==> config.mk <==
export PLATFORM = sky130hd
export DESIGN_NAME = pipe_stage_skid_flat
export DESIGN_NICKNAME = d
export VERILOG_FILES = /design/src/rtl/pipe_pkg.sv /design/src/rtl/pipe_stage_skid_if.sv /design/src/rtl/pipe_sat_counter.sv /design/src/rtl/pipe_stage_skid.sv /design/src/flat_wrapper.sv
export SDC_FILE = /design/constraint.sdc
export NUM_CORES = 1
export LEC_CHECK = 0
export BUFFER_PORTS_ARGS = -buffer_cell sky130_fd_sc_hd__buf_2
export CAP_MARGIN = 20
export CORE_MARGIN = 2
export CORE_UTILIZATION = 50
export DETAILED_ROUTE_END_ITERATION = 10
export PLACE_DENSITY = 0.74
export SKIP_CTS_REPAIR_TIMING = 1
export SLEW_MARGIN = 20
export SYNTH_ARGS = -nofsm -noshare
export SYNTH_HDL_FRONTEND = slang
export SYNTH_SLANG_ARGS = --single-unit
export TNS_END_PERCENT = 1
==> constraint.sdc <==
create_clock -name clk -period 2.05 [get_ports clk]
set_input_delay 0.3075 -clock clk [delete_from_list [all_inputs] [get_ports clk]]
set_output_delay 0.3075 -clock clk [all_outputs]
set_load 0.1 [all_outputs]
==> src/rtl/pipe_pkg.sv <==
// Shared payload types and constants for the elastic pipeline-stage registers
// that sit between the stages of the 5-stage RV32I core.
package pipe_pkg;

    localparam logic [31:0] RV_NOP         = 32'h0000_0013;
    localparam int          PERF_CNT_W_DEF = 16;

    typedef struct packed {
        logic [31:0] inst;
        logic [31:0] pc;
        logic [31:0] pc_plus4;
    } if_id_t;

    typedef struct packed {
        logic [31:0] pc;
        logic [31:0] rs1_val;
        logic [31:0] rs2_val;
        logic [31:0] imm;
        logic [4:0]  rd;
        logic [15:0] ctrl;
    } id_ex_t;

    typedef struct packed {
        logic [31:0] alu_result;
        logic [31:0] store_data;
        logic [4:0]  rd;
        logic [7:0]  ctrl;
    } ex_mem_t;

    typedef struct packed {
        logic [31:0] wb_data;
        logic [4:0]  rd;
        logic        reg_write;
    } mem_wb_t;

    // A killed IF/ID slot must decode as addi x0,x0,0 rather than as all-zeros.
    localparam if_id_t IF_ID_BUBBLE = '{inst: RV_NOP, pc: 32'h0, pc_plus4: 32'h0};

endpackage

==> src/rtl/pipe_stage_skid_if.sv <==
// Valid/ready handshake bundle for one pipeline-stage boundary: the upstream
// (in_*) and downstream (out_*) sides of a stage register.
interface pipe_stage_skid_if
    import pipe_pkg::*;
#(
    parameter int DATA_WIDTH = $bits(if_id_t)
);

    logic                  in_valid;
    logic                  in_ready;
    logic [DATA_WIDTH-1:0] in_data;
    logic                  out_valid;
    logic                  out_ready;
    logic [DATA_WIDTH-1:0] out_data;

    modport slave (
        input  in_valid, in_data, out_ready,
        output in_ready, out_valid, out_data
    );

    modport master (
        output in_valid, in_data, out_ready,
        input  in_ready, out_valid, out_data
    );

endinterface

==> src/rtl/pipe_sat_counter.sv <==
// Saturating event counter for stage performance monitoring; holds at all-ones
// and clears only on reset.
module pipe_sat_counter #(
    parameter int W = 16
) (
    input  logic         clk,
    input  logic         rst_n,
    input  logic         en,
    output logic [W-1:0] count
);

    always_ff @(posedge clk or negedge rst_n) begin
        if (!rst_n) begin
            count <= '0;
        end else if (en && (count != {W{1'b1}})) begin
            count <= count + W'(1);
        end
    end

endmodule

==> src/rtl/pipe_stage_skid.sv <==
// Elastic pipeline-stage register with a 1-entry skid buffer, stall and flush.
// Perf counters are built only when PIPE_STAGE_PERF_EN is defined.
module pipe_stage_skid
    import pipe_pkg::*;
#(
    parameter int                    DATA_WIDTH = $bits(if_id_t),
    parameter logic [DATA_WIDTH-1:0] BUBBLE_VAL = '0,
    parameter int                    CNT_WIDTH  = PERF_CNT_W_DEF
) (
    input  logic                 clk,
    input  logic                 rst_n,
    pipe_stage_skid_if.slave     bus,
    input  logic                 stall,
    input  logic                 flush,
    output logic [CNT_WIDTH-1:0] stall_cnt,
    output logic [CNT_WIDTH-1:0] flush_cnt,
    output logic [CNT_WIDTH-1:0] bubble_cnt
);

    logic                  m_valid;
    logic [DATA_WIDTH-1:0] m_data;
    logic                  s_valid;
    logic [DATA_WIDTH-1:0] s_data;
    logic                  push;
    logic                  pop;

    // in_ready depends only on local state, so out_ready never ripples upstream.
    assign bus.in_ready  = ~s_valid & ~stall & ~flush;
    assign bus.out_valid = m_valid & ~stall & ~flush;
    assign bus.out_data  = m_valid ? m_data : BUBBLE_VAL;

    assign push = bus.in_valid & bus.in_ready;
    assign pop  = bus.out_valid & bus.out_ready;

    always_ff @(posedge clk or negedge rst_n) begin
        if (!rst_n) begin
            m_valid <= 1'b0;
            m_data  <= BUBBLE_VAL;
            s_valid <= 1'b0;
            s_data  <= BUBBLE_VAL;
        end else if (flush) begin
            m_valid <= 1'b0;
            m_data  <= BUBBLE_VAL;
            s_valid <= 1'b0;
            s_data  <= BUBBLE_VAL;
        end else if (!stall) begin
            if (!m_valid) begin
                if (push) begin
                    m_valid <= 1'b1;
                    m_data  <= bus.in_data;
                end
            end else if (pop) begin
                // A push alongside a pop implies the skid was empty.
                if (push) begin
                    m_data <= bus.in_data;
                end else if (s_valid) begin
                    m_data  <= s_data;
                    s_valid <= 1'b0;
                    s_data  <= BUBBLE_VAL;
                end else begin
                    m_valid <= 1'b0;
                end
            end else if (push) begin
                s_valid <= 1'b1;
                s_data  <= bus.in_data;
            end
        end
    end

`ifdef PIPE_STAGE_PERF_EN
    pipe_sat_counter #(.W(CNT_WIDTH)) u_stall_cnt (
        .clk   (clk),
        .rst_n (rst_n),
        .en    (stall),
        .count (stall_cnt)
    );

    pipe_sat_counter #(.W(CNT_WIDTH)) u_flush_cnt (
        .clk   (clk),
        .rst_n (rst_n),
        .en    (flush),
        .count (flush_cnt)
    );

    pipe_sat_counter #(.W(CNT_WIDTH)) u_bubble_cnt (
        .clk   (clk),
        .rst_n (rst_n),
        .en    (bus.out_ready & ~bus.out_valid),
        .count (bubble_cnt)
    );
`else
    assign stall_cnt  = '0;
    assign flush_cnt  = '0;
    assign bubble_cnt = '0;
`endif

endmodule

==> src/flat_wrapper.sv <==
// flat-port wrapper written by rule: the top's interface ports become plain ports
module pipe_stage_skid_flat import pipe_pkg::*;
#(
    parameter int                    DATA_WIDTH = $bits(if_id_t),
    parameter logic [DATA_WIDTH-1:0] BUBBLE_VAL = '0,
    parameter int                    CNT_WIDTH  = PERF_CNT_W_DEF
)
  (clk, rst_n, stall, flush, stall_cnt, flush_cnt, bubble_cnt, bus_in_valid, bus_in_data, bus_out_ready, bus_in_ready, bus_out_valid, bus_out_data);
  pipe_stage_skid_if #(.DATA_WIDTH(DATA_WIDTH)) bus_i ();
  input  logic clk;
  input  logic rst_n;
  input  logic stall;
  input  logic flush;
  output logic [CNT_WIDTH-1:0] stall_cnt;
  output logic [CNT_WIDTH-1:0] flush_cnt;
  output logic [CNT_WIDTH-1:0] bubble_cnt;
  input wire logic [$bits(bus_i.in_valid)-1:0] bus_in_valid;
  input wire logic [$bits(bus_i.in_data)-1:0] bus_in_data;
  input wire logic [$bits(bus_i.out_ready)-1:0] bus_out_ready;
  output wire logic [$bits(bus_i.in_ready)-1:0] bus_in_ready;
  output wire logic [$bits(bus_i.out_valid)-1:0] bus_out_valid;
  output wire logic [$bits(bus_i.out_data)-1:0] bus_out_data;
  assign bus_i.in_valid = bus_in_valid;
  assign bus_i.in_data = bus_in_data;
  assign bus_i.out_ready = bus_out_ready;
  assign bus_in_ready = bus_i.in_ready;
  assign bus_out_valid = bus_i.out_valid;
  assign bus_out_data = bus_i.out_data;
  pipe_stage_skid #(.DATA_WIDTH(DATA_WIDTH), .BUBBLE_VAL(BUBBLE_VAL), .CNT_WIDTH(CNT_WIDTH)) u_core (.clk(clk), .rst_n(rst_n), .bus(bus_i), .stall(stall), .flush(flush), .stall_cnt(stall_cnt), .flush_cnt(flush_cnt), .bubble_cnt(bubble_cnt));
endmodule
==> metrics.md <==
| Metric | Value |
|---|---|
| Clock transition at path regs | `60 ps` |
| Clock latency of the later-clocked register in the worst-skew pair | `430 ps` |
| Average detailed-routed wire length per instance | `20.4 µm` |
| Routed Wire Length | `32.4 mm` |
| Area used by multi-input combinational logic | `0.00591 mm²` |
| Worst slew margin relative to its limit | `0.389` |
| Global-route wire length before repair | `50.8 mm` |
| Max-slew violation count | `0` |
| Post-synth EDFFs | `0` |
| Actual transition at the worst max-transition pin | `916 ps` |
| RD Place Congestion | `0.764` |
| Combinational Power Share | `0.228` |
| Via density per instance | `6.19` |
| Worst-case clock buffer depth | `2` |
| Endpoint class of the critical path | `output pin` |
| Sequential element share of the synthesized area | `0.418` |
| Unrepaired setup endpoints after global routing | `yes` |
| Post-synthesis cell area | `0.0116 mm²` |
| Count of TritonRoute iterations in the first routing pass | `6` |
| Hold Fails Final Rpt | `0` |
| Maximum resistive drop on vdd | `0.000584 V` |
| Number of library cell types mapped by synthesis | `31` |
| Number of vias after detailed routing | `9,818` |
| Worst Setup Path Type | `reg -> out` |
| Antenna violations before repair | `9` |
| Number of fill cells in the layout | `1,802` |
| Largest net degree at the start of global routing | `252` |
| Data arrival time of the worst path | `1720 ps` |
| # setup viols final | `0` |
| Filler-free cell count of the finished design | `1,585` |
| Cell count of the worst reg-to-reg path | `5` |
| Class of the tightest hold or removal check | `in -> reg` |
| Yosys warning count | `0` |
| Placed cells | `1,545` |
| CTS tree | `built` |
| Fraction of layout instances using a drive strength above 1 | `0.244` |
| Min Tclk post-route | `2030 ps` |
| DRC errors left | `0` |
| Net switching power | `3.13 mW` |
| Top cell type's share of synthesized area | `0.418` |
| Switching power as a share of total power | `0.326` |
| HPWL after DPL | `19.1 mm` |
| Synthesized flop and latch total | `194` |
| Die X-Extent | `156 µm` |
| Crit Path Max Fanout | `66` |
| Area enclosed by the die boundary | `0.0245 mm²` |
| Post-synthesis cell count | `1,182` |
| Final Instance Area | `0.0145 mm²` |
| Most used DFF post-synth | `dfrtp_1` |
| GR Util All Layers | `0.260` |
| Max Clock Skew | `14.6 ps` |
| Max stage delay cell, worst path | `dfrtp_4` |
| Root buffer cell | `clkbuf_16` |
| Maximum clock rate | `492 MHz` |
| Gr ovfl total | `0` |
| Largest stage delay, worst path | `560 ps` |
| Number of clock sinks seen by CTS | `194` |
| Count leader, synth | `dfrtp_1` |
| Final cycle utilization of the critical path | `0.991` |
| Die Ht | `156 µm` |
| Internal power | `6.47 mW` |
| Initial Utilization | `0.512` |
| Via count of the first global-routing pass | `9,561` |
| Final Util | `0.637` |
| Ys async rst share | `1.00` |
| Total cell area at the placement stage | `0.0138 mm²` |
| Crit path required time | `1740 ps` |
| Run status | `finished clean` |
| Final Total Pwr | `9.61 mW` |
| Startpoint type of the worst setup path | `flop` |
| Top cells by area, synth | `dfrtp_1 (42%), mux2i_1 (8.3%), nand3b_1 (6.3%), nand2b_1 (5.3%), and2_1 (5.2%)` |
| Count of antenna-violating nets left after detailed routing | `0` |
| Number of levels in the clock H-tree | `4` |
| Detailed Route Iter0 Violations | `905` |
| Power Density | `664 mW/mm²` |
| Portion of total power attributed to the clock network | `0.344` |
| Critical path, cell by cell | `buf_16, and2_1, buf_12` |
| Nets@finish | `1,384` |
| Post-Synthesis Mean Instance Area | `9.83 µm²` |
| Maximum capacitance violations | `0` |
| I/O pins | `248` |
| Seq. cell area | `0.00486 mm²` |
| Largest area contributor in the synthesized netlist | `dfrtp_1` |
| Number of CTS-inserted buffers | `17` |
| Buffers on Ports | `199` |
| Lkg Pwr | `6.45 nW` |
| Hold path depth | `2` |
| Sequential share of power | `0.427` |
| Core area | `0.0227 mm²` |
| Number of placement rows | `55` |
| Ranking of synthesized cells by instance count | `dfrtp_1 (194), nand2b_1 (98), and2_1 (97), nand3b_1 (97)` |
| Signed area change from the synthesized netlist to the final layout | `24.5%` |
cell usage in the layout, fill, tap and decap left out, types with 3 or more instances in the layout:
master and count:
nand3b_1 97, a31oi_1 96, buf_4 19, conb_1 48, nand3_1 96, a311oi_2 40
and2_4 3, buf_12 96, and2_1 94, buf_2 100, clkinvlp_4 3, clkbuf_4 13
nand2b_1 96, o21ai_0 95, clkbuf_16 17, diode_2 6, dfrtp_1 193, clkinv_4 3
a311oi_1 56, clkbuf_8 6, mux2i_1 96
metal layers:
metal	global-route usage	vias up	routed length (µm)
met5	0	-	33
met4	0.0992	6	862
met3	0.0543	56	2600
met2	0.417	465	15700
met1	0.347	4858	13200
li1	-	4433	-
registers in the layout (all words and copies together), names as in the netlist:
name and cells:
u_core.m_data 96, u_core.m_valid 1, u_core.s_data 96, u_core.s_valid 1
final timing paths:
check                                               from                       endpoint  slack (ps)
min in group asynchronous                          rst_n  u_core.s_data[33]$_DFFE_PN0P_         370
max in group asynchronous                          rst_n     u_core.m_valid$_DFFE_PN0N_        1000
setup reg to reg              u_core.m_valid$_DFFE_PN0N_  u_core.m_data[40]$_DFFE_PN0P_         180
hold / removal                                     flush     u_core.m_valid$_DFFE_PN0N_         120
setup / recovery              u_core.m_valid$_DFFE_PN0N_               bus_out_data[93]          20
hold reg to reg            u_core.s_data[65]$_DFFE_PN0P_  u_core.s_data[65]$_DFFE_PN0P_         550
worst max-delay path, delay by kind of cell (launching register included):
kind,cells,cell delay (ps)
flip-flops,1,560
buffers and inverters,2,460
AND/OR/NAND/NOR,1,230
per-stage QoR:
stage	setup slack [ps]	TNS (ps)	hold slack (ps)
CTS	-102	-1970	-192
detailed placement	242	0	261
floorplan	-337	-669	11.9
global placement	293	0	263
finish	17.9	0	124
global route	-36.4	-574	116
cell families after synthesis:
logic type | after synthesis | synth area share
flip-flops | 194 | 0.418
multiplexers | 96 | 0.0827
AO/OA/AOI/OAI | 294 | 0.190
buffers and inverters | 200 | 0.0934
AND/OR/NAND/NOR | 397 | 0.215
other | 1 | 0.000323
cell type report:
cell class,count,share of cell area
Tap cell,285,0.0246
Multi-Input combinational cell,835,0.409
Antenna cell,6,0.00104
Clock buffer,22,0.0335
Timing Repair Buffer,233,0.189
Clock inverter,9,0.00683
Inverter,1,0.000259
Sequential cell,194,0.336
power groups by stage:
stage | registers (mW) | logic (mW) | clock network, mW
6_report | 4.11 | 2.19 | 3.31
5_1_grt | 4.12 | 2.32 | 3.49
3_3_place_gp | 4.17 | 2.14 | 0
4_1_cts | 4.10 | 2.17 | 3.34
2_1_floorplan | 4.12 | 1.63 | 0
3_5_place_dp | 4.17 | 2.17 | 0
(Power assumes the default switching activity.)
